### src/rtl/id_stage_hs_if.sv
// Pipeline ports of the decode stage: the IF/ID-side instruction handshake and
// the registered ID/EX bundle with its handshake.
// The master modport is the decode stage itself; the slave modport is the
// surrounding pipeline (IF/ID register upstream, EX stage downstream).
interface id_stage_hs_if #(
    parameter int unsigned XLEN = 32
);
    // IF/ID side
    logic            in_valid;
    logic            in_ready;
    logic [31:0]     instruction;
    logic [XLEN-1:0] pc;

    // ID/EX side
    logic            out_valid;
    logic            out_ready;
    logic [XLEN-1:0] out_pc;
    logic [XLEN-1:0] out_rs1_data;
    logic [XLEN-1:0] out_rs2_data;
    logic [XLEN-1:0] out_imm;
    logic [4:0]      out_rs1;
    logic [4:0]      out_rs2;
    logic [4:0]      out_rd;
    logic [6:0]      out_opcode;
    logic [2:0]      out_funct3;
    logic [6:0]      out_funct7;
    logic            out_illegal;

    modport master (
        input  in_valid,
        input  instruction,
        input  pc,
        output in_ready,
        input  out_ready,
        output out_valid,
        output out_pc,
        output out_rs1_data,
        output out_rs2_data,
        output out_imm,
        output out_rs1,
        output out_rs2,
        output out_rd,
        output out_opcode,
        output out_funct3,
        output out_funct7,
        output out_illegal
    );

    modport slave (
        output in_valid,
        output instruction,
        output pc,
        input  in_ready,
        output out_ready,
        input  out_valid,
        input  out_pc,
        input  out_rs1_data,
        input  out_rs2_data,
        input  out_imm,
        input  out_rs1,
        input  out_rs2,
        input  out_rd,
        input  out_opcode,
        input  out_funct3,
        input  out_funct7,
        input  out_illegal
    );
endinterface

### src/rtl/id_stage_hs.sv
// id_stage_hs: RV32I/RV32E decode stage with the ID/EX register folded in.
// Decodes fields and immediates, reads the register file (optionally bypassing
// a same-cycle WB write), stalls one cycle on a load-use hazard against the
// bundle it currently holds, and presents the result behind valid/ready.
module id_stage_hs #(
    parameter int unsigned XLEN      = 32,
    parameter int unsigned NUM_REGS  = 32,
    parameter int unsigned WB_BYPASS = 1
) (
    input  logic            clk,
    input  logic            rst,
    input  logic            flush,
    input  logic            reg_write_wb,
    input  logic [4:0]      rd_wb,
    input  logic [XLEN-1:0] write_data_wb,
    id_stage_hs_if.master   bus
);

    localparam logic [6:0] OpLoad   = 7'b0000011;
    localparam logic [6:0] OpImm    = 7'b0010011;
    localparam logic [6:0] OpJalr   = 7'b1100111;
    localparam logic [6:0] OpStore  = 7'b0100011;
    localparam logic [6:0] OpBranch = 7'b1100011;
    localparam logic [6:0] OpLui    = 7'b0110111;
    localparam logic [6:0] OpAuipc  = 7'b0010111;
    localparam logic [6:0] OpJal    = 7'b1101111;
    localparam logic [6:0] OpReg    = 7'b0110011;

    typedef enum logic [2:0] {
        FmtR,
        FmtI,
        FmtS,
        FmtB,
        FmtU,
        FmtJ,
        FmtBad
    } fmt_e;

    typedef struct packed {
        logic [XLEN-1:0] pc;
        logic [XLEN-1:0] rs1_data;
        logic [XLEN-1:0] rs2_data;
        logic [XLEN-1:0] imm;
        logic [4:0]      rs1;
        logic [4:0]      rs2;
        logic [4:0]      rd;
        logic [6:0]      opcode;
        logic [2:0]      funct3;
        logic [6:0]      funct7;
        logic            illegal;
    } bundle_t;

    // ------------------------------------------------------------------
    // Field extraction
    // ------------------------------------------------------------------
    logic [31:0] instr;
    logic [6:0]  opcode;
    logic [4:0]  rd;
    logic [4:0]  rs1;
    logic [4:0]  rs2;
    logic [2:0]  funct3;
    logic [6:0]  funct7;

    assign instr  = bus.instruction;
    assign opcode = instr[6:0];
    assign rd     = instr[11:7];
    assign funct3 = instr[14:12];
    assign rs1    = instr[19:15];
    assign rs2    = instr[24:20];
    assign funct7 = instr[31:25];

    fmt_e            fmt;
    logic            uses_rs1;
    logic            uses_rs2;
    logic            uses_rd;
    logic [XLEN-1:0] imm;

    // Classify the opcode and derive which register fields are real operands.
    always_comb begin
        fmt = FmtBad;
        case (opcode)
            OpReg:                 fmt = FmtR;
            OpLoad, OpImm, OpJalr: fmt = FmtI;
            OpStore:               fmt = FmtS;
            OpBranch:              fmt = FmtB;
            OpLui, OpAuipc:        fmt = FmtU;
            OpJal:                 fmt = FmtJ;
            default:               fmt = FmtBad;
        endcase
        uses_rs1 = (fmt != FmtU) && (fmt != FmtJ);
        uses_rs2 = (fmt == FmtR) || (fmt == FmtS) || (fmt == FmtB);
        uses_rd  = (fmt != FmtS) && (fmt != FmtB);
    end

    // Build the sign-extended immediate; R-type and unknown opcodes give zero.
    always_comb begin
        imm = '0;
        case (fmt)
            FmtI: imm = XLEN'($signed(instr[31:20]));
            FmtS: imm = XLEN'($signed({instr[31:25], instr[11:7]}));
            FmtB: imm = XLEN'($signed({instr[31], instr[7], instr[30:25], instr[11:8], 1'b0}));
            FmtU: imm = XLEN'($signed({instr[31:12], 12'b0}));
            FmtJ: imm = XLEN'($signed({instr[31], instr[19:12], instr[20], instr[30:21], 1'b0}));
            default: imm = '0;
        endcase
    end

    // ------------------------------------------------------------------
    // Register file
    // ------------------------------------------------------------------
    logic [XLEN-1:0] rf_q [NUM_REGS];
    logic [XLEN-1:0] rf_d [NUM_REGS];
    logic            rs1_in_range;
    logic            rs2_in_range;
    logic            rd_in_range;
    logic [XLEN-1:0] rs1_rf;
    logic [XLEN-1:0] rs2_rf;
    logic [XLEN-1:0] rs1_data;
    logic [XLEN-1:0] rs2_data;
    logic            byp_rs1;
    logic            byp_rs2;

    assign rs1_in_range = (32'(rs1) < NUM_REGS);
    assign rs2_in_range = (32'(rs2) < NUM_REGS);
    assign rd_in_range  = (32'(rd) < NUM_REGS);

    // WB write; x0 is never written and out-of-range destinations are dropped.
    always_comb begin
        rf_d = rf_q;
        for (int unsigned i = 1; i < NUM_REGS; i++) begin
            if (reg_write_wb && (rd_wb == 5'(i))) begin
                rf_d[i] = write_data_wb;
            end
        end
    end

    // Register-file state; flush does not block WB writes.
    always_ff @(posedge clk) begin
        if (rst) begin
            for (int unsigned i = 0; i < NUM_REGS; i++) begin
                rf_q[i] <= '0;
            end
        end else begin
            rf_q <= rf_d;
        end
    end

    // Read ports: out-of-range indices match no entry and read as zero.
    always_comb begin
        rs1_rf = '0;
        rs2_rf = '0;
        for (int unsigned i = 0; i < NUM_REGS; i++) begin
            if (rs1 == 5'(i)) rs1_rf = rf_q[i];
            if (rs2 == 5'(i)) rs2_rf = rf_q[i];
        end
    end

    // Same-cycle WB bypass; a nonexistent register is never forwarded.
    always_comb begin
        byp_rs1  = (WB_BYPASS != 0) && reg_write_wb && (rd_wb != 5'd0) &&
                   (rd_wb == rs1) && rs1_in_range;
        byp_rs2  = (WB_BYPASS != 0) && reg_write_wb && (rd_wb != 5'd0) &&
                   (rd_wb == rs2) && rs2_in_range;
        rs1_data = byp_rs1 ? write_data_wb : rs1_rf;
        rs2_data = byp_rs2 ? write_data_wb : rs2_rf;
    end

    // ------------------------------------------------------------------
    // ID/EX register and handshake
    // ------------------------------------------------------------------
    bundle_t dec_bundle;
    bundle_t out_q;
    bundle_t out_d;
    logic    out_valid_q;
    logic    out_valid_d;
    logic    hazard;
    logic    in_ready;
    logic    accept;

    // Assemble the decoded bundle; only fields that name real operands can
    // flag an out-of-range register.
    always_comb begin
        dec_bundle          = '0;
        dec_bundle.pc       = bus.pc;
        dec_bundle.rs1_data = rs1_data;
        dec_bundle.rs2_data = rs2_data;
        dec_bundle.imm      = imm;
        dec_bundle.rs1      = rs1;
        dec_bundle.rs2      = rs2;
        dec_bundle.rd       = rd;
        dec_bundle.opcode   = opcode;
        dec_bundle.funct3   = funct3;
        dec_bundle.funct7   = funct7;
        dec_bundle.illegal  = (fmt == FmtBad) ||
                              (uses_rs1 && !rs1_in_range) ||
                              (uses_rs2 && !rs2_in_range) ||
                              (uses_rd && !rd_in_range);
    end

    // Load-use detection against the held bundle, plus the input handshake.
    always_comb begin
        hazard   = out_valid_q && (out_q.opcode == OpLoad) && (out_q.rd != 5'd0) &&
                   bus.in_valid &&
                   ((uses_rs1 && (rs1 == out_q.rd)) || (uses_rs2 && (rs2 == out_q.rd)));
        in_ready = flush || ((!out_valid_q || bus.out_ready) && !hazard);
        accept   = bus.in_valid && in_ready && !flush;
    end

    // Next state of the output register: load on accept, drop on flush or
    // drain, otherwise hold everything stable.
    always_comb begin
        out_valid_d = out_valid_q;
        out_d       = out_q;
        if (accept) begin
            out_valid_d = 1'b1;
            out_d       = dec_bundle;
        end else if (flush || (out_valid_q && bus.out_ready)) begin
            out_valid_d = 1'b0;
        end
    end

    // Output register state.
    always_ff @(posedge clk) begin
        if (rst) begin
            out_valid_q <= 1'b0;
            out_q       <= '0;
        end else begin
            out_valid_q <= out_valid_d;
            out_q       <= out_d;
        end
    end

    assign bus.in_ready     = in_ready;
    assign bus.out_valid    = out_valid_q;
    assign bus.out_pc       = out_q.pc;
    assign bus.out_rs1_data = out_q.rs1_data;
    assign bus.out_rs2_data = out_q.rs2_data;
    assign bus.out_imm      = out_q.imm;
    assign bus.out_rs1      = out_q.rs1;
    assign bus.out_rs2      = out_q.rs2;
    assign bus.out_rd       = out_q.rd;
    assign bus.out_opcode   = out_q.opcode;
    assign bus.out_funct3   = out_q.funct3;
    assign bus.out_funct7   = out_q.funct7;
    assign bus.out_illegal  = out_q.illegal;

endmodule

### src/flat_wrapper.sv
// flat-port wrapper written by rule: the top's interface ports become plain ports
module id_stage_hs_flat 
#(
    parameter int unsigned XLEN      = 32,
    parameter int unsigned NUM_REGS  = 32,
    parameter int unsigned WB_BYPASS = 1
)
  (clk, rst, flush, reg_write_wb, rd_wb, write_data_wb, bus_in_valid, bus_instruction, bus_pc, bus_in_ready, bus_out_ready, bus_out_valid, bus_out_pc, bus_out_rs1_data, bus_out_rs2_data, bus_out_imm, bus_out_rs1, bus_out_rs2, bus_out_rd, bus_out_opcode, bus_out_funct3, bus_out_funct7, bus_out_illegal);
  id_stage_hs_if #(.XLEN(XLEN)) bus_i ();
  input  logic clk;
  input  logic rst;
  input  logic flush;
  input  logic reg_write_wb;
  input  logic [4:0] rd_wb;
  input  logic [XLEN-1:0] write_data_wb;
  input wire logic [$bits(bus_i.in_valid)-1:0] bus_in_valid;
  input wire logic [$bits(bus_i.instruction)-1:0] bus_instruction;
  input wire logic [$bits(bus_i.pc)-1:0] bus_pc;
  output wire logic [$bits(bus_i.in_ready)-1:0] bus_in_ready;
  input wire logic [$bits(bus_i.out_ready)-1:0] bus_out_ready;
  output wire logic [$bits(bus_i.out_valid)-1:0] bus_out_valid;
  output wire logic [$bits(bus_i.out_pc)-1:0] bus_out_pc;
  output wire logic [$bits(bus_i.out_rs1_data)-1:0] bus_out_rs1_data;
  output wire logic [$bits(bus_i.out_rs2_data)-1:0] bus_out_rs2_data;
  output wire logic [$bits(bus_i.out_imm)-1:0] bus_out_imm;
  output wire logic [$bits(bus_i.out_rs1)-1:0] bus_out_rs1;
  output wire logic [$bits(bus_i.out_rs2)-1:0] bus_out_rs2;
  output wire logic [$bits(bus_i.out_rd)-1:0] bus_out_rd;
  output wire logic [$bits(bus_i.out_opcode)-1:0] bus_out_opcode;
  output wire logic [$bits(bus_i.out_funct3)-1:0] bus_out_funct3;
  output wire logic [$bits(bus_i.out_funct7)-1:0] bus_out_funct7;
  output wire logic [$bits(bus_i.out_illegal)-1:0] bus_out_illegal;
  assign bus_i.in_valid = bus_in_valid;
  assign bus_i.instruction = bus_instruction;
  assign bus_i.pc = bus_pc;
  assign bus_in_ready = bus_i.in_ready;
  assign bus_i.out_ready = bus_out_ready;
  assign bus_out_valid = bus_i.out_valid;
  assign bus_out_pc = bus_i.out_pc;
  assign bus_out_rs1_data = bus_i.out_rs1_data;
  assign bus_out_rs2_data = bus_i.out_rs2_data;
  assign bus_out_imm = bus_i.out_imm;
  assign bus_out_rs1 = bus_i.out_rs1;
  assign bus_out_rs2 = bus_i.out_rs2;
  assign bus_out_rd = bus_i.out_rd;
  assign bus_out_opcode = bus_i.out_opcode;
  assign bus_out_funct3 = bus_i.out_funct3;
  assign bus_out_funct7 = bus_i.out_funct7;
  assign bus_out_illegal = bus_i.out_illegal;
  id_stage_hs #(.XLEN(XLEN), .NUM_REGS(NUM_REGS), .WB_BYPASS(WB_BYPASS)) u_core (.clk(clk), .rst(rst), .flush(flush), .reg_write_wb(reg_write_wb), .rd_wb(rd_wb), .write_data_wb(write_data_wb), .bus(bus_i));
endmodule
### config.mk
export PLATFORM = sky130hd
export DESIGN_NAME = id_stage_hs_flat
export DESIGN_NICKNAME = d
export VERILOG_FILES = /design/src/rtl/id_stage_hs_if.sv /design/src/rtl/id_stage_hs.sv /design/src/flat_wrapper.sv
export SDC_FILE = /design/constraint.sdc
export NUM_CORES = 2
export LEC_CHECK = 0
export CORE_ASPECT_RATIO = 1.75
export CORE_MARGIN = 8
export CORE_UTILIZATION = 52
export DETAILED_ROUTE_END_ITERATION = 12
export PLACE_DENSITY = 0.77
export SLEW_MARGIN = 20
export SYNTH_ARGS = -nofsm -noshare
export SYNTH_HDL_FRONTEND = slang
export SYNTH_SLANG_ARGS = --single-unit
### constraint.sdc
create_clock -name clk -period 3.04 [get_ports clk]
set_input_delay 0.608 -clock clk [delete_from_list [all_inputs] [get_ports clk]]
set_output_delay 0.608 -clock clk [all_outputs]
set_load 0.005 [all_outputs]
==> results.md, run 1 <==
* Status: stopped before the end
* Fail Step: 5_1_grt
* First error: [ERROR GRT-0116] Global routing finished with congestion. Check the congestion regions in the DRC Viewer.
* Chip width at between 200 and 300 um
* Largest net degree at the start of global routing at 140
* CTS root buf: clkbuf_16
* Ys flop type: dfxtp_1
* Post-synth top area cell: dfxtp_1
* Top cell type's share of synthesized area at 39.7%
* Post-Synth Simple-Gate Area at between 20% and 30%
* Post-synth EDFFs at 0
* Vias in the first global route at around 76000
* Warning count from the yosys run at 0
* CTS sink count at 1154
* Adder-cell area share of the yosys netlist at 0.0431%
* Synth cell types at between 90 and 100
* Chip Height at 458 um
* Max clock buf depth at 3
* Synthesized area per cell at 7.21 um2
* Register area share after synthesis at 39.7%
* Gr ovfl total at 16
* Synth Instances at 8057
* Post-synthesis mux area share at between 4 and 5%
* Post-Synthesis Cell Area at ~58000 um2
* I/O Buffers at roughly 270
* Row count at 162
* Seq cells post-synth at roughly 1200
* Compound-Gate Fraction of Synth Area at 27.2%
* Placed inst area at 71500 um2
* H-tree levels at 3
* Largest family of logic cells by synthesized area: compound AO/OA/AOI/OAI gates
* Hold-fix buffers, CTS at 0
* Hpwl dp at between 200000 and 300000 um
* IO Count at 270
* GRT Total Usage at approximately two thirds
* Post-synthesis xor/xnor area fraction at 0.301%
* Area contributors post-synth: dfxtp_1 (40%), nand2_1 (16%), a21oi_1 (12%), clkbuf_1 (3.6%), o21ai_0 (2.5%)
* Effective utilization at floorplan at 52.3%
* Final GP Congestion at 1.19
* FFs w/ async S/R, synth at 0%
* Syn Nets at approximately 8200
* First-pass GRT wire length at about 590000 um
* Clock buffer count from CTS at ~110
-- cells by family after synthesis --
group                    count (synthesis)
adder cells (fa/ha/maj)                  2
AND/OR/NAND/NOR                       3250
AO/OA/AOI/OAI                         2619
buffers and inverters                  807
flip-flops                            1154
multiplexers                           205
XOR/XNOR                                20
-- synthesized netlist by cell type, drive strengths merged, types with 16 or more instances --
library cell and n:
mux4 19, a222oi 16, a22o 31, o21ai 310
mux2i 121, inv 19, nand4 31, buf 211
nor2b 29, or3 22, dfxtp 1154, o22ai 216
o221ai 77, nand3 92, nand2 2451, a31oi 38
o211ai 47, nand2b 25, and3 22, nor2 375
a22oi 180, a211oi 57, nor4 30, a21oi 1361
mux2 65, clkbuf 574, o2111ai 23, a2111oi 26
a221oi 75, a221o 18, nor3 102
-- per-layer routing --
metal  GRT overflow  track usage [%]
met5              0             9.97
met3              0             42.2
met2              5             86.9
met4             11             70.5
met1              0             65.2
-- what timing repair did --
| item | in CTS |
|---|---|
| resized for setup | 23 |
| pin swaps | 7 |
| setup buffers | 3 |
| setup endpoints to repair | 3 |
| hold endpoints to repair | 0 |
-- metrics by stage --
| step | hold WS [ps] | utilization, % | std cells | setup slack [ps] | TNS (ps) |
|---|---|---|---|---|---|
| CTS | 242 | 67.9 | 10500 | 10.2 | 0 |
| detailed placement | 447 | 64.4 | 10300 | -835 | -76380 |
| global placement | 441 | 64.4 | 10300 | -856 | -76930 |
| floorplan | 436 | - | 8057 | 113 | 0 |
==> inputs of run 2 (changes only) <==
Settings changed: CORE_ASPECT_RATIO 1.75 to default, CORE_UTILIZATION 52 to 37, PLACE_DENSITY 0.77 to default, PLACE_DENSITY_LB_ADDON from default to 0.15.
Clock period 3.04 ns to 4 ns, I/O delays scaled along.
==> run 2 against run 1 <==
The flow now finishes, with violations (setup timing). Synthesized cell count unchanged. Area after synthesis stayed put.
==> results.md, run 2 <==
* Core Util, Final at 47.8%
* Status: finished, violations left
* Req. time, crit path at 4640 ps
* Final hold violations at 0
* Final layout net count at 8852
* Initial antenna violation count at 59
* Core Box Area at 156000 um2
* Top cell type's share of synthesized area at 39.7% (unchanged)
* Post-synth EDFFs at 0 (unchanged)
* Tmin final at 4140 ps
* Largest net degree at the start of global routing at about 130
* Gr ovfl total at 0
* Max Cap Viol at 0
* Warning count from the yosys run at 0 (unchanged)
* Max Clk Rate at 241 MHz
* Critical path's slowest cell: a21oi_1
* Register area share after synthesis at 39.7% (unchanged)
* Hold Slack at 360 ps
* VDD IR max at 0.000440 V
* Avg Vias per Cell at 6.76
* Post-Synthesis Cell Area at 58100 um2 (unchanged)
* RSZ-0062 raised after global routing: no
* Hold_sp: write_data_wb[16]
* Worst Max-Slew Pin Slew at 1250 ps
* GRT Total Usage at roughly half
* Clock-pin slew on the worst setup and hold paths at approximately 60 ps
* Most common cell after layout, fill and taps aside: nand2_1
* Post-synth top area cell: dfxtp_1
* Most instantiated library cell after synthesis: nand2_1
* Area grow syn2layout at 28.5%
* Chip width at 412 um (+53%)
* Drt drc at 0
* Sum Neg Setup Slack at -186 ps
* Via count at around 74000
* Most frequent cells in the layout: nand2_1 (2451), a21oi_1 (1360), dfxtp_1 (1154)
* CP top delay family: simple AND/OR/NAND/NOR gates
* IO Count at 270 (unchanged)
* Placed cell count at 10700 (+3.3%)
* Max clock buf depth at 3 (unchanged)
* Avg WL per Cell at 40.4 um
* Min-delay worst type: in2reg
* CTS tree: built
* CP endpoint kind: register
* Seq cells post-synth at 1154 (unchanged)
* Antenna Nets Post-Route at 0
* Worst EP arrival at 4780 ps
* Placed inst area at 69700 um2 (-2.5%)
* Setup WS pre-CTS at -958 ps (-123 ps)
* Clk_lat worst skew at 800 ps
* Full die area at around 170000 um2
* Final clock skew at 25.9 ps
* Reg2reg setup slack at roughly 160 ps
* Syn Nets at 8166 (unchanged)
* Final GP Congestion at 1.12 (-5.5%)
* Critical R2R Capture: u_core.bus.out_rs2_data[0]
* Final worst slack at -144 ps
* Max reg flops at a little under 1000
* Failing checks: setup timing
* H-tree levels at 4 (+1)
* Initial DRC Count at approximately 14000
* Most flops, register: u_core.rf_q
* FFs w/ async S/R, synth at 0% (unchanged)
* CTS sink count at 1154 (unchanged)
* Row count at 145 (-10%)
* Share of post-route cells with drive strength above 1 at 17.3%
* Critical path, cell by cell: buf_2 > buf_12 > or3b_1 > buf_4 > buf_4 > buf_4 > nor3_1 > or4_1 > a31oi_1 > nor3b_2 > o21ai_1 > buf_4 > a21oi_1 > o41ai_1
* Synth cell types at 91 (unchanged)
* CP peak stage delay at 790 ps
* First-pass GRT wire length at 589000 um
* Hold depth at 3
* Synth cell count leaders: nand2_1 (2451), a21oi_1 (1361), dfxtp_1 (1154)
* Slew Viols, Final at 0
* Most Frequent Cell on Critical Path: buf_4
* Chip Height at 412 um (-10%)
* Maximum fanout along the worst path at 24
* Worst Hold End: u_core.rf_q[80]
* Max_slew headroom at 16.5%
* Design area at 74700 um2
* Area contributors post-synth: dfxtp_1 (40%), nand2_1 (16%), a21oi_1 (12%), clkbuf_1 (3.6%), o21ai_0 (2.5%)
* Overall Power at 30.0 mW
* Tcrit/Tclk final at 104%
* Kind of critical path: in2reg
* Drt total wl at 442000 um
* PwrDens at 402 nW/um2
* Final setup violation count at 2
* Ys flop type: dfxtp_1
* Clock buffer count from CTS at 138 (+29%)
* Fin cells at 11000
* Synthesized area per cell at 7.21 um2 (unchanged)
* Hpwl dp at 317000 um (+12%)
* CTS root buf: clkbuf_16
* Synth Instances at 8057 (unchanged)
* R2r startpoint: u_core.rf_q[320]
* I/O Buffers at 269 (unchanged)
* CP Buf/Inv Count at 6
* Total iterations of the first detailed-routing run at 10
* Crit start category: input port
* Vias in the first global route at 66800
* Effective utilization at floorplan at 37.2% (-15 points)
* P_leak at 26.4 nW
* R2R depth at 7
-- run 2: logic make-up (layout without fill, tap and decap cells) --
group / Yosys count / in the layout / synth area share [%]
AND/OR/NAND/NOR: 3250 / 3250 / 22.8
buffers and inverters: 807 / 1606 / 5.83
adder cells (fa/ha/maj): 2 / 2 / 0.0430
AO/OA/AOI/OAI: 2619 / 2619 / 27.2
multiplexers: 205 / 205 / 4.08
XOR/XNOR: 20 / 20 / 0.301
flip-flops: 1154 / 1154 / 39.7
other: 0 / 42 / 0
-- run 2: where the power goes --
part	internal [mW]	switching, mW
Sequential	11.6	0.172
Clock	7.94	5.73
Combinational	1.38	3.15
Total	21.0	9.06
-- run 2: routing by layer --
metal	track usage, %	vias up	wire length, um
li1	-	29700	-
met1	59.2	35800	158000
met2	71.0	6621	178000
met3	19.1	1909	60500
met4	39.3	16	45700
met5	1.12	-	213
-- run 2: repair_timing --
| action | 4_1_cts | 5_1_grt |
|---|---|---|
| hold buffers | 0 | 0 |
| resized for setup | 8 | 0 |
| buffers inserted | 0 | 0 |
| endpoints found under the setup margin | 2 | 0 |
-- run 2: worst max path at each step --
stage	end	depth (start not counted)	slack [ps]	from
floorplan	bus_in_ready	10	840	bus_instruction[4]
CTS	bus_in_ready	10	170	bus_instruction[0]
finish	u_core.bus.out_rs2_data[17]	14	-140	bus_instruction[23]
global route	bus_in_ready	11	30	bus_instruction[2]
global placement	u_core.bus.out_rs2_data[30]	13	-1070	bus_instruction[21]
detailed placement	u_core.bus.out_rs2_data[17]	14	-960	bus_instruction[23]
-- run 2: tightest hold or removal path: stages --
cell and delay [ps]:
buf_2 150, nand2_1 80, a21oi_1 60
-- run 2: layout make-up --
type,count,area (um2)
Clock buffer,205,4070
Sequential cell,1154,23100
Fill cell,15800,81500
Multi-Input combinational cell,6096,31900
Antenna cell,42,105
Tap cell,2058,2570
Clock inverter,48,747
Inverter,22,82.6
Timing Repair Buffer,1331,12100
Note: power is estimated with default switching activity, not from simulation.
